### src/rtl/alu_4bit.sv
// alu_4bit: 4-bit registered ALU with 16 opcodes covering arithmetic, logic,
// shift, rotate and compare. The result, carry/borrow and zero flag are all
// registered on the same edge, so every output belongs to one operation.
module alu_4bit (
    input  logic       clk,
    input  logic       rst,
    input  logic [3:0] A,
    input  logic [3:0] B,
    input  logic [3:0] ALU_Sel,
    output logic [3:0] ALU_Out,
    output logic       CarryOut,
    output logic       ZeroFlag
);

    // Opcode encoding
    localparam logic [3:0] OP_ADD  = 4'b0000;
    localparam logic [3:0] OP_SUB  = 4'b0001;
    localparam logic [3:0] OP_AND  = 4'b0010;
    localparam logic [3:0] OP_OR   = 4'b0011;
    localparam logic [3:0] OP_XOR  = 4'b0100;
    localparam logic [3:0] OP_SHL  = 4'b0101;
    localparam logic [3:0] OP_SHR  = 4'b0110;
    localparam logic [3:0] OP_ROL  = 4'b0111;
    localparam logic [3:0] OP_ROR  = 4'b1000;
    localparam logic [3:0] OP_NOT  = 4'b1001;
    localparam logic [3:0] OP_NAND = 4'b1010;
    localparam logic [3:0] OP_NOR  = 4'b1011;
    localparam logic [3:0] OP_XNOR = 4'b1100;
    localparam logic [3:0] OP_GT   = 4'b1101;
    localparam logic [3:0] OP_EQ   = 4'b1110;
    localparam logic [3:0] OP_PASS = 4'b1111;

    logic [3:0] and_vec;
    logic [3:0] or_vec;
    logic [3:0] xor_vec;
    logic [4:0] sum_ext;
    logic [4:0] diff_ext;

    logic [3:0] alu_out_reg;
    logic [3:0] alu_out_next;
    logic       carry_reg;
    logic       carry_next;
    logic       zero_reg;
    logic       zero_next;

    // Per-bit logic terms; the inverted ops reuse these.
    generate
        for (genvar gi = 0; gi < 4; gi++) begin : g_bitwise
            assign and_vec[gi] = A[gi] & B[gi];
            assign or_vec[gi]  = A[gi] | B[gi];
            assign xor_vec[gi] = A[gi] ^ B[gi];
        end
    endgenerate

    // Zero-extended so bit 4 is the carry on add and the borrow on subtract.
    assign sum_ext  = {1'b0, A} + {1'b0, B};
    assign diff_ext = {1'b0, A} - {1'b0, B};

    // Next result and carry; every opcode is decoded, so no X branch.
    always_comb begin
        alu_out_next = 4'b0000;
        carry_next   = 1'b0;
        unique case (ALU_Sel)
            OP_ADD: begin
                alu_out_next = sum_ext[3:0];
                carry_next   = sum_ext[4];
            end
            OP_SUB: begin
                alu_out_next = diff_ext[3:0];
                carry_next   = diff_ext[4];
            end
            OP_AND:  alu_out_next = and_vec;
            OP_OR:   alu_out_next = or_vec;
            OP_XOR:  alu_out_next = xor_vec;
            OP_SHL: begin
                alu_out_next = {A[2:0], 1'b0};
                carry_next   = A[3];
            end
            OP_SHR: begin
                alu_out_next = {1'b0, A[3:1]};
                carry_next   = A[0];
            end
            OP_ROL: begin
                alu_out_next = {A[2:0], A[3]};
                carry_next   = A[3];
            end
            OP_ROR: begin
                alu_out_next = {A[0], A[3:1]};
                carry_next   = A[0];
            end
            OP_NOT:  alu_out_next = ~A;
            OP_NAND: alu_out_next = ~and_vec;
            OP_NOR:  alu_out_next = ~or_vec;
            OP_XNOR: alu_out_next = ~xor_vec;
            OP_GT:   alu_out_next = {3'b000, (A > B)};
            OP_EQ:   alu_out_next = {3'b000, (A == B)};
            OP_PASS: alu_out_next = A;
            default: alu_out_next = 4'b0000;
        endcase
        zero_next = (alu_out_next == 4'b0000);
    end

    // Output registers; reset wins over any operation.
    always_ff @(posedge clk) begin
        if (rst) begin
            alu_out_reg <= 4'b0000;
            carry_reg   <= 1'b0;
            zero_reg    <= 1'b1;
        end else begin
            alu_out_reg <= alu_out_next;
            carry_reg   <= carry_next;
            zero_reg    <= zero_next;
        end
    end

    assign ALU_Out  = alu_out_reg;
    assign CarryOut = carry_reg;
    assign ZeroFlag = zero_reg;

endmodule

### config.mk
export PLATFORM = sky130hd
export DESIGN_NAME = alu_4bit
export DESIGN_NICKNAME = d
export VERILOG_FILES = /design/src/rtl/alu_4bit.sv
export SDC_FILE = /design/constraint.sdc
export NUM_CORES = 1
export LEC_CHECK = 0
export CORE_MARGIN = 10
export CORE_UTILIZATION = 45
export CTS_CLUSTER_SIZE = 20
export DETAILED_ROUTE_END_ITERATION = 8
export PLACE_DENSITY = 0.67
export SLEW_MARGIN = 30
export SYNTH_ARGS = -nofsm -noshare
export SYNTH_HDL_FRONTEND = slang
export SYNTH_SLANG_ARGS = --single-unit
### constraint.sdc
create_clock -name clk -period 4.2 [get_ports clk]
set_clock_uncertainty 0.1 [all_clocks]
set_input_delay 0.63 -clock clk [delete_from_list [all_inputs] [get_ports clk]]
set_output_delay 0.63 -clock clk [all_outputs]
set_load 0.02 [all_outputs]
# --- Word-level counts from Yosys, hierarchy flattened ---
# Index checks and enable logic that the tools add are counted.
totals:
  ff_bits: 6
  in_bits: 14
  out_inout_bits: 6
  elab_cells: 44
classes:
  addsub: 2
  n_lt_le_gt_ge: 1
  eq_ne: 16
  muxes: 2
  n_bitwise: 16
  n_reduce_logical: 4
op_table:
  columns: ["operator", "count"]
  rows:
  - ["4-bit case mux with 16 select lines", 1]
  - ["4-bit equality test (second input constant)", 8]
  - ["4-bit by 3-bit equality test with 1-bit output (second input constant)", 4]
  - ["4-bit NOT", 4]
  - ["4-bit by 2-bit equality test with 1-bit output (second input constant)", 2]
  - ["4-bit zero test", 2]
  - ["4-bit by 4-bit adder with 5-bit output", 1]
  - ["4-bit by 4-bit subtractor with 5-bit output", 1]
  - ["1-bit AND", 4]
  - ["4-bit by 1-bit equality test with 1-bit output (second input constant)", 1]
  - ["4-bit equality test", 1]
  - ["4-bit greater-than comparator", 1]
  - ["1-bit bitwise OR", 4]
  - ["1-bit case mux with 4 select lines", 1]
  - ["2-bit OR reduction", 2]
  - ["1-bit XOR", 4]

# --- Logic depth before layout (Yosys ltp) ---
# Gate-level depths: netlist (run 1).
depth:
  depth_word: 4
  mapped_depth: 10

# --- Worst setup path after synthesis (run 1) ---
# OpenSTA, ideal clock, no wires.
synth_timing:
  path_kind: "in2reg"
  startpoint: "input port A[2]"
  endpoint: "register zero_reg, in the netlist ZeroFlag"
  setup_ps: 116
  arrival_time_ps: 2092
  slack_ps: 1891
  path_stages: 9
  n_path_buf: 1
  path_cell_list: "inv_1 ha_1 buf_6 nor2_1 a221oi_1 or4_4 o2111ai_2 nor4_2 a41o_1"
synth_between:
  elab_chain_len: 4
  elab_cells_between_ends: 13
  classes_between: "add/sub (2); order compare (1); eq/ne (1); mux (1); bitwise (7); reduce/logical (1)"
synth_lines:
  columns: ["element", "line", "text"]
  rows:
  - ["start, declared", "7", "input logic [3:0] A,"]
  - ["branches (longest 2 deep; another with 4-bit by 4-bit subtractor with 5-bit output)", null, null]
  - ["4-bit case mux with 16 select lines (*)", "63", "unique case (ALU_Sel)"]
  - ["4-bit zero test (*)", "100", "zero_next = (alu_out_next == 4'b0000);"]
  - ["end signal, assigned", "112", "zero_reg <= zero_next;"]
  - ["end, declared", "43", "logic zero_reg;"]
# Mark *: on every way between the ends.
# A chain may end at the register's enable or synchronous reset.

# --- Final worst setup path (run 1) ---
layout_timing:
  startpoint: "input port A[1]"
  endpoint: "register zero_reg, in the netlist ZeroFlag"
# Same word-level chain as after synthesis.

==> key figures, run 1 <==
Route
  – Drt total wl: approximately 3300 microns
  – Drt pass-1 iters: 4
  – DR vias/cell: 6.25
  – Initial DRC count: 82
  – Vias: 1,243
  – Drt drc: 0
  – Final antenna-violating net count: 0
  – Wire per inst: about 17 microns

STA
  – Maximum clock frequency: 343 MHz
  – Unrepaired setup endpoints after global routing: no
  – Post-Route Setup TNS: 0 ns
  – Final Worst Setup Slack: between 1 and 1.5 ns
  – Final Max Tran Viols: 0
  – Final period util: a little over two thirds
  – Final setup viols: 0
  – Slew margin rel.: 43.7%
  – Hold Fails Final Rpt: 0
  – Min cycle time layout: ~2.9 ns
  – Slew at the pin with the worst max-slew slack: between 0.8 and 0.9 ns

CTS
  – CTS Hold Buffers Added: 0
  – Root buf cell: clkbuf_4
  – Inserted Clock Buffers: 3
  – Maximum clock insertion buffer count: 2
  – Post-CTS Setup Bufs: 0
  – H-tree depth: 1
  – Clk pin slew, worst setup/hold paths: approximately 0.05 ns
  – TritonCTS clock tree: done
  – Sink Count: 6
  – # resized after CTS: 0

Placement
  – Pre-CTS WS: roughly 1 ns
  – Number of port buffers: 19
  – Detailed placement HPWL: between 2000 and 2500 microns
  – GPL Wtd Cong: between 0.9 and 1

Logic synthesis
  – Top cells by area, synth: ha_1 (13%), dfxtp_1 (11%), nor2_1 (5.0%), inv_1 (4.7%), a21oi_1 (4.4%)
  – Area of the mapped netlist: approximately 1100 sq um
  – Synth Area in Adders: 16.8%
  – Main combinational cell family by area after synthesis: compound AO/OA/AOI/OAI gates
  – Share of the synthesized area in the top cell type: around an eighth
  – Area leader, netlist: ha_1
  – Syn nets: around 180
  – Synth Area in Compound Gates: 27.6%
  – Unique masters post-synth: 49
  – Xor and xnor area share after synthesis: roughly 2.3%
  – Cells after synthesis: around 160
  – Synth Flop Type: dfxtp_1
  – Post-synthesis simple-gate area fraction: between 20% and 30%
  – Post-synth EDFFs: 0
  – FF+latch count, synth: 6
  – Register area share after synthesis: between 10% and 20%
  – Avg Cell Area, Syn: approximately 7.3 sq um
  – Synth top cells by count: nor2_1 (15), inv_1 (14), ha_1 (12), nand2_1 (12), a21oi_1 (10)
  – Ys async rst share: 0%
  – Multiplexer area fraction after synthesis: under 10%
  – Most instantiated library cell after synthesis: nor2_1
  – Yosys warnings: 0

Worst hold path
  – Tightest Hold Check Type: input port to flop

Final layout
  – # nets final: between 150 and 200
  – Area Overhead vs Synth: 17.3%
  – Filler cell count in the final layout: approximately 250
  – Layout cells sized above 1: under 10%
  – ANT cells: 0

Global route
  – Largest net degree at the start of global routing: 24
  – Gr ovfl total: 0
  – Vias in the first global route: about 1,200
  – Global-route wire length before repair: between 5000 and 6000 microns
  – Gr usage total: between 10% and 20%
  – Initial antenna violation count: 0

Die
  – Core Box Area: ~2400 sq um
  – Chip Height: ~70 microns
  – Die area: ~4900 sq um
  – Initial core utilization: between 40% and 50%
  – Die width: around 70 microns
  – FP Rows: 18
  – I/O pins: 20

Worst setup path
  – Setup Crit Path Kind: input port to flop
  – CP arrival: ~3.0 ns
  – Worst-path fanout max: 8
  – Req. time, crit path: 4.25 ns
  – CP max stage cell: clkdlybuf4s50_1
  – Crit-path max cell delay: between 0.6 and 0.7 ns
  – Worst path cell trace: clkdlybuf4s50_1 > inv_1 > ha_1 > o21bai_2 > a221oi_1 > or4_4 > o2111ai_2 > nor4_2 > a41o_1
  – Crit end category: flop
  – CP Launch Type: input port
  – Sum of buffers and inverters on the critical path: 2
  – Cell family contributing the most delay on the critical path: buffers and inverters

Pwr
  – Max IR drop VDD: around 0.00018 V
  – Total power: around 260 uW
  – Power Density: about 200 nW/um^2
  – Static leakage: approximately 0.00054 uW

Flow run
  – Max cap viols: 0

Run status
  – Status: complete, no violations
cell type report:
class | instances | area [sq um] | area share [%]
Inverter | 14 | 52.6 | 3.97
Tap cell | 30 | 37.5 | 2.83
Timing Repair Buffer | 22 | 213 | 16.1
Multi-Input combinational cell | 124 | 880 | 66.4
Clock buffer | 3 | 22.5 | 1.70
Sequential cell | 6 | 120 | 9.07
placed cells by master (no fill, tap or decap), types with 4 or more instances in the layout:
master            n
nor2_1           15
nand3_1           4
o21ai_0           6
clkdlybuf4s50_1  19
nand2_1          12
ha_1             12
dfxtp_1           6
inv_1            14
nand2b_1          4
a21oi_1          10
nor3_1            8
flip-flops by register name (all words and copies together), names as in the netlist:
| register | cells |
|---|---|
| ZeroFlag | 1 |
| CarryOut | 1 |
| ALU_Out | 4 |
per-layer routing:
metal	track usage, %	routed length (microns)
met1	17.4	1450
met5	0	0
met2	20.9	1520
met3	3.39	286
met4	5.04	28
final timing paths:
check / cells past startpoint / end / from
worst max-delay path: 9 / ZeroFlag / A[1]
worst min-delay path: 2 / CarryOut / rst
through the flow:
stage          instances  hold WS, ns  utilization (%)  cell area [sq um]
4_1_cts              199        0.936             54.5               1330
3_3_place_gp         196         1.19             53.5               1300
2_1_floorplan        155        0.602                -               1130
6_report             199        0.939             54.5               1330
5_1_grt              199        0.970             54.5               1330
3_5_place_dp         196         1.20             53.5               1300
kinds of logic (layout without fill, tap and decap cells):
| kind of cell | count (synthesis) | in the layout |
|---|---|---|
| muxes | 4 | 4 |
| buffers and inverters | 25 | 39 |
| adders and majority gates | 14 | 14 |
| AOI/OAI and AO/OA | 44 | 44 |
| DFF | 6 | 6 |
| xor gates and xnor gates | 3 | 3 |
| and+or+nand+nor | 59 | 59 |
report_power, final:
part | internal (uW) | leakage, uW | total (uW) | switching (uW)
combinational | 59.9 | 0.000472 | 139 | 79.4
sequential | 62.3 | 0.0000498 | 63.7 | 1.39
clock | 32.6 | 0.0000138 | 57.3 | 24.7
total | 155 | 0.000535 | 260 | 105
Note: power is estimated with default switching activity, not from simulation.
==> inputs of run 2 (changes only) <==
==> constraint.sdc (replaced) <==
create_clock -name clk -period 3.1 [get_ports clk]
set_clock_uncertainty 0.1 [all_clocks]
set_input_delay 0.465 -clock clk [delete_from_list [all_inputs] [get_ports clk]]
set_output_delay 0.465 -clock clk [all_outputs]
set_load 0.02 [all_outputs]
==> key figures, run 2 (synthesis gave the netlist of run 1 again) <==
Placement
  – GPL Wtd Cong: 0.882 (-5.3%)
  – Number of port buffers: 19 (unchanged)
  – Detailed placement HPWL: 2480 microns (-0.35%)
  – Pre-CTS WS: 0.110 ns (-0.905 ns)
  – DP Area: 1360 sq um (+4.4%)

Worst setup path
  – Worst path cell trace: clkdlybuf4s50_1 > inv_1 > ha_1 > nor2_1 > a221oi_1 > or4_4 > o2111ai_2 > nor4_2 > a41o_1
  – CP arrival: 2.86 ns (-0.11 ns)
  – Req. time, crit path: 3.18 ns (-1.07 ns)
  – CP max stage cell: clkdlybuf4s50_1
  – Critical Path Source: A[2]
  – Crit-path max cell delay: 0.60 ns (-0.09 ns)
  – Worst-path fanout max: 10 (+2)
  – Crit end category: flop
  – CP Launch Type: input port
  – Crit path to: ZeroFlag
  – Setup Crit Path Kind: input port to flop

Final layout
  – Commonest cells after routing, fill and taps aside: clkdlybuf4s50_1 (19), nor2_1 (15), inv_1 (14)
  – Layout cells sized above 1: 12.6% (+3.1 points)
  – ANT cells: 0 (unchanged)
  – # nets final: 205 (+3.0%)
  – Max reg flops: 4 (unchanged)
  – Commonest non-fill, non-tap cell in the layout: clkdlybuf4s50_1
  – Area Overhead vs Synth: 22.4%
  – Fin area: 1380 sq um (+4.3%)

Global route
  – Global-route wire length before repair: 5490 microns (-5.5%)
  – Initial antenna violation count: 0 (unchanged)
  – Vias in the first global route: 1,204 (-2.4%)
  – Gr ovfl total: 0 (unchanged)
  – Largest net degree at the start of global routing: 31 (+29%)
  – Gr usage total: 12.7% (-0.85 points)

CTS
  – Sink Count: 6 (unchanged)
  – H-tree depth: 1 (unchanged)
  – Maximum clock insertion buffer count: 2 (unchanged)
  – Clk pin slew, worst setup/hold paths: 0.05 ns (about the same)
  – Root buf cell: clkbuf_4
  – TritonCTS clock tree: done
  – CTS Hold Buffers Added: 0 (unchanged)
  – # resized after CTS: 0 (unchanged)
  – Inserted Clock Buffers: 3 (unchanged)
  – Post-CTS Setup Bufs: 0 (unchanged)

Route
  – Initial DRC count: 155 (+89%)
  – Drt pass-1 iters: 4 (unchanged)
  – Final antenna-violating net count: 0 (unchanged)
  – Vias: 1,268 (+2.0%)
  – Drt total wl: 3230 microns (-1.8%)
  – DR vias/cell: 6.19 (-0.97%)
  – Drt drc: 0 (unchanged)
  – Wire per inst: 15.8 microns (-4.7%)

Die
  – I/O pins: 20 (unchanged)
  – Chip Height: 70.1 microns (unchanged)
  – FP Rows: 18 (unchanged)
  – Core Box Area: 2430 sq um (unchanged)
  – Die width: 70.1 microns (unchanged)
  – Die area: 4910 sq um (unchanged)
  – Initial core utilization: 46.5% (unchanged)

Pwr
  – Static leakage: 0.000569 uW (+6.3%)
  – Power Density: 256 nW/um^2 (+30%)
  – Max IR drop VDD: 0.000247 V (+35%)

STA
  – Min cycle time layout: ~2.8 ns
  – Final Max Tran Viols: 0 (unchanged)
  – Maximum clock frequency: between 300 and 400 MHz
  – Post-Route Setup TNS: 0 ns (unchanged)
  – Hold Fails Final Rpt: 0 (unchanged)
  – Slew margin rel.: 66.4% (+23 points)
  – Slew at the pin with the worst max-slew slack: 0.503 ns (-0.338 ns)
  – Unrepaired setup endpoints after global routing: no
  – Final period util: 89.6%
  – Final setup viols: 0 (unchanged)
  – Final Worst Setup Slack: 0.324 ns (-0.958 ns)

Worst hold path
  – Hold_sp: rst
  – Tightest Hold Check Type: input port to flop

Run status
  – Status: complete, no violations

Flow run
  – Max cap viols: 0 (unchanged)
## run 2: changes by cell type in the layout (fill, tap and decap cells not counted), sizes merged
cell,previous run,this run
buf,3,9
## run 2: worst max-delay path: cells and delay by family
family                   cells  cell delay (ns)
AO/OA/AOI/OAI                3             0.65
adder cells (fa/ha/maj)      1             0.50
buffers and inverters        2             0.72
AND/OR/NAND/NOR              3             0.53
## run 2: stage by stage
step | total power [uW] | util, % | hold WS [ns] | std cells
after floorplan | 213 | - | 0.437 | 155
after global placement | 278 | 55.9 | 1.03 | 202
after detailed placement | 280 | 55.9 | 1.02 | 202
after CTS | 354 | 56.8 | 0.767 | 205
after global routing | 380 | 56.8 | 0.818 | 205
final | 354 | 56.8 | 0.772 | 205
## run 2: power breakdown
part	switching (uW)	internal, uW
clock network	29.3	43.9
logic	107	87.4
registers	1.74	84.5
## run 2: routing by layer
layer / vias to the layer above / share of wire (%) / global-route usage, %
met5: - / 0 / 0
met3: 4 / 7.7 / 1.41
li1: 609 / - / -
met1: 590 / 44 / 17.0
met2: 65 / 47 / 19.9
met4: 0 / 1.7 / 4.82
## run 2: layout make-up
cell class,instances,area (sq um)
fillers,241,1050
inverters,14,52.6
well taps,30,37.5
repair buffers,28,270
clock buffers,3,22.5
multi-input cells,124,880
flip-flops and latches,6,120
## run 2: worst min-delay path by stage
stage,cells after the start,slack (ns),end
final,2,0.77,ALU_Out[0]
after global routing,2,0.82,ALU_Out[3]
after CTS,2,0.77,ALU_Out[0]
after detailed placement,2,1.02,ALU_Out[0]
after global placement,2,1.03,CarryOut
after floorplan,1,0.44,ALU_Out[0]
==> inputs of run 3 (changes only) <==
--- a/config.mk
+++ b/config.mk
@@ -5,12 +5,14 @@
 export SDC_FILE = /design/constraint.sdc
 export NUM_CORES = 1
 export LEC_CHECK = 0
+export CAP_MARGIN = 20
 export CORE_MARGIN = 10
 export CORE_UTILIZATION = 45
 export CTS_CLUSTER_SIZE = 20
 export DETAILED_ROUTE_END_ITERATION = 8
 export PLACE_DENSITY = 0.67
-export SLEW_MARGIN = 30
+export RECOVER_POWER = 50
+export SLEW_MARGIN = 20
 export SYNTH_ARGS = -nofsm -noshare
 export SYNTH_HDL_FRONTEND = slang
 export SYNTH_SLANG_ARGS = --single-unit
==> key figures, run 3 (synthesis gave the netlist of run 1 again) <==
Run status
  – Status: complete, no violations

Placement
  – GPL Wtd Cong: 0.882 (unchanged)
  – Detailed placement HPWL: 2480 microns (unchanged)
  – Number of port buffers: 19 (unchanged)
  – Pre-CTS WS: 0.110 ns (unchanged)

Pwr
  – Combinational power share: 54.7% (-0.3 points)
  – Int Pwr: 213 uW (-1.2%)
  – Psw: 138 uW (-0.24%)
  – Static leakage: 0.000581 uW (+2.1%)
  – Max IR drop VDD: 0.000246 V (-0.50%)
  – Clk pwr share: 20.8% (about the same)
  – Total power: 351 uW (-0.84%)
  – Switch share: 39.3% (+0.24 points)
  – Sequential share of power: 24.4% (about the same)
  – Power Density: 254 nW/um^2 (-0.84%)

Die
  – FP Rows: 18 (unchanged)
  – Die width: 70.1 microns (unchanged)
  – Chip Height: 70.1 microns (unchanged)
  – Die area: 4910 sq um (unchanged)
  – I/O pins: 20 (unchanged)
  – Core Box Area: 2430 sq um (unchanged)
  – Initial core utilization: 46.5% (unchanged)

STA
  – Final Worst Setup Slack: 0.324 ns (-0.0000860 ns)
  – Slew margin rel.: 66.5% (+0.12 points)
  – Post-Route Setup TNS: 0 ns (unchanged)
  – Final setup viols: 0 (unchanged)
  – Min cycle time layout: 2.78 ns (+0.0000860 ns)
  – Final Max Tran Viols: 0 (unchanged)
  – Final period util: 89.6% (about the same)
  – Unrepaired setup endpoints after global routing: no
  – Final hold slack: 0.772 ns (-0.00000600 ns)
  – Hold Fails Final Rpt: 0 (unchanged)
  – Maximum clock frequency: 360 MHz (about the same)
  – Slew at the pin with the worst max-slew slack: 0.501 ns (-0.00185 ns)

Final layout
  – # nets final: 205 (unchanged)
  – Commonest cells after routing, fill and taps aside: nor2_1 (15), inv_1 (14), clkdlybuf4s50_1 (13)
  – Commonest non-fill, non-tap cell in the layout: nor2_1
  – Layout cells sized above 1: 12.6% (unchanged)
  – Max reg flops: 4 (unchanged)
  – ANT cells: 0 (unchanged)
  – Area Overhead vs Synth: 22.4% (unchanged)

Global route
  – Largest net degree at the start of global routing: 31 (unchanged)
  – Global-route wire length before repair: 5490 microns (unchanged)
  – Initial antenna violation count: 0 (unchanged)
  – Vias in the first global route: 1,204 (unchanged)
  – Gr ovfl total: 0 (unchanged)
  – Gr usage total: 12.7% (unchanged)

CTS
  – Maximum clock insertion buffer count: 2 (unchanged)
  – # resized after CTS: 0 (unchanged)
  – H-tree depth: 1 (unchanged)
  – Clk pin slew, worst setup/hold paths: 0.05 ns (about the same)
  – Post-CTS Setup Bufs: 0 (unchanged)
  – TritonCTS clock tree: done
  – Sink Count: 6 (unchanged)
  – Inserted Clock Buffers: 3 (unchanged)
  – CTS Hold Buffers Added: 0 (unchanged)
  – Root buf cell: clkbuf_4

Route
  – Drt pass-1 iters: 4 (unchanged)
  – Drt drc: 0 (unchanged)
  – Initial DRC count: 155 (unchanged)
  – Drt total wl: 3230 microns (about the same)
  – Final antenna-violating net count: 0 (unchanged)
  – Vias: 1,265 (-0.24%)
  – DR vias/cell: 6.17 (-0.24%)
  – Wire per inst: 15.8 microns (about the same)

Worst setup path
  – Crit end category: flop
  – Cell family contributing the most delay on the critical path: buffers and inverters
  – Worst path cell trace: clkdlybuf4s50_1 > inv_1 > ha_1 > nor2_1 > a221oi_1 > or4_4 > o2111ai_2 > nor4_2 > a41o_1
  – CP Launch Type: input port
  – Setup Crit Path Kind: input port to flop
  – Sum of buffers and inverters on the critical path: 2 (unchanged)
  – CP arrival: 2.86 ns (about the same)
  – Req. time, crit path: 3.18 ns (about the same)
  – CP max stage cell: clkdlybuf4s50_1
  – Crit-path max cell delay: 0.60 ns (about the same)
  – Worst-path fanout max: 10 (unchanged)

Flow run
  – Max cap viols: 0 (unchanged)

Worst hold path
  – Tightest Hold Check Type: input port to flop
==> run 3: cell count changes in the layout (fill, tap and decap cells not counted) <==
cell,previous run,this run
clkdlybuf4s50_1,19,13
dlygate4sd3_1,0,6
==> run 3: final cells by class <==
cell class / instances / area, sq um
Fill cell: 241 / 1050
Multi-Input combinational cell: 124 / 880
Timing Repair Buffer: 28 / 270
Sequential cell: 6 / 120
Inverter: 14 / 52.6
Tap cell: 30 / 37.5
Clock buffer: 3 / 22.5
==> run 3: per-stage QoR <==
step,instance area (sq um),util [%],cells
after floorplan,1130,-,155
after global placement,1360,55.9,202
after detailed placement,1360,55.9,202
after CTS,1380,56.8,205
after global routing,1380,56.8,205
final,1380,56.8,205
==> run 3: path summary, 6_finish.rpt <==
path                    endpoint  cells past startpoint  start
worst max-delay path    ZeroFlag                      9   A[2]
worst min-delay path  ALU_Out[0]                      2    rst
==> run 3: power groups by stage <==
stage,sequential (uW),combinational [uW],clock [uW]
global route,86.8,211,78.9
floorplan,96.8,116,0
finish,85.8,192,73.1
global placement,87.3,191,0
CTS,86.3,193,74.9
detailed placement,87.7,192,0
==> run 3: per-layer routing <==
layer  global-route usage, %  share of wire [%]
met2                    19.9                 47
met1                    17.0                 44
met5                       0                  0
met4                    4.82                1.7
met3                    1.41                6.9
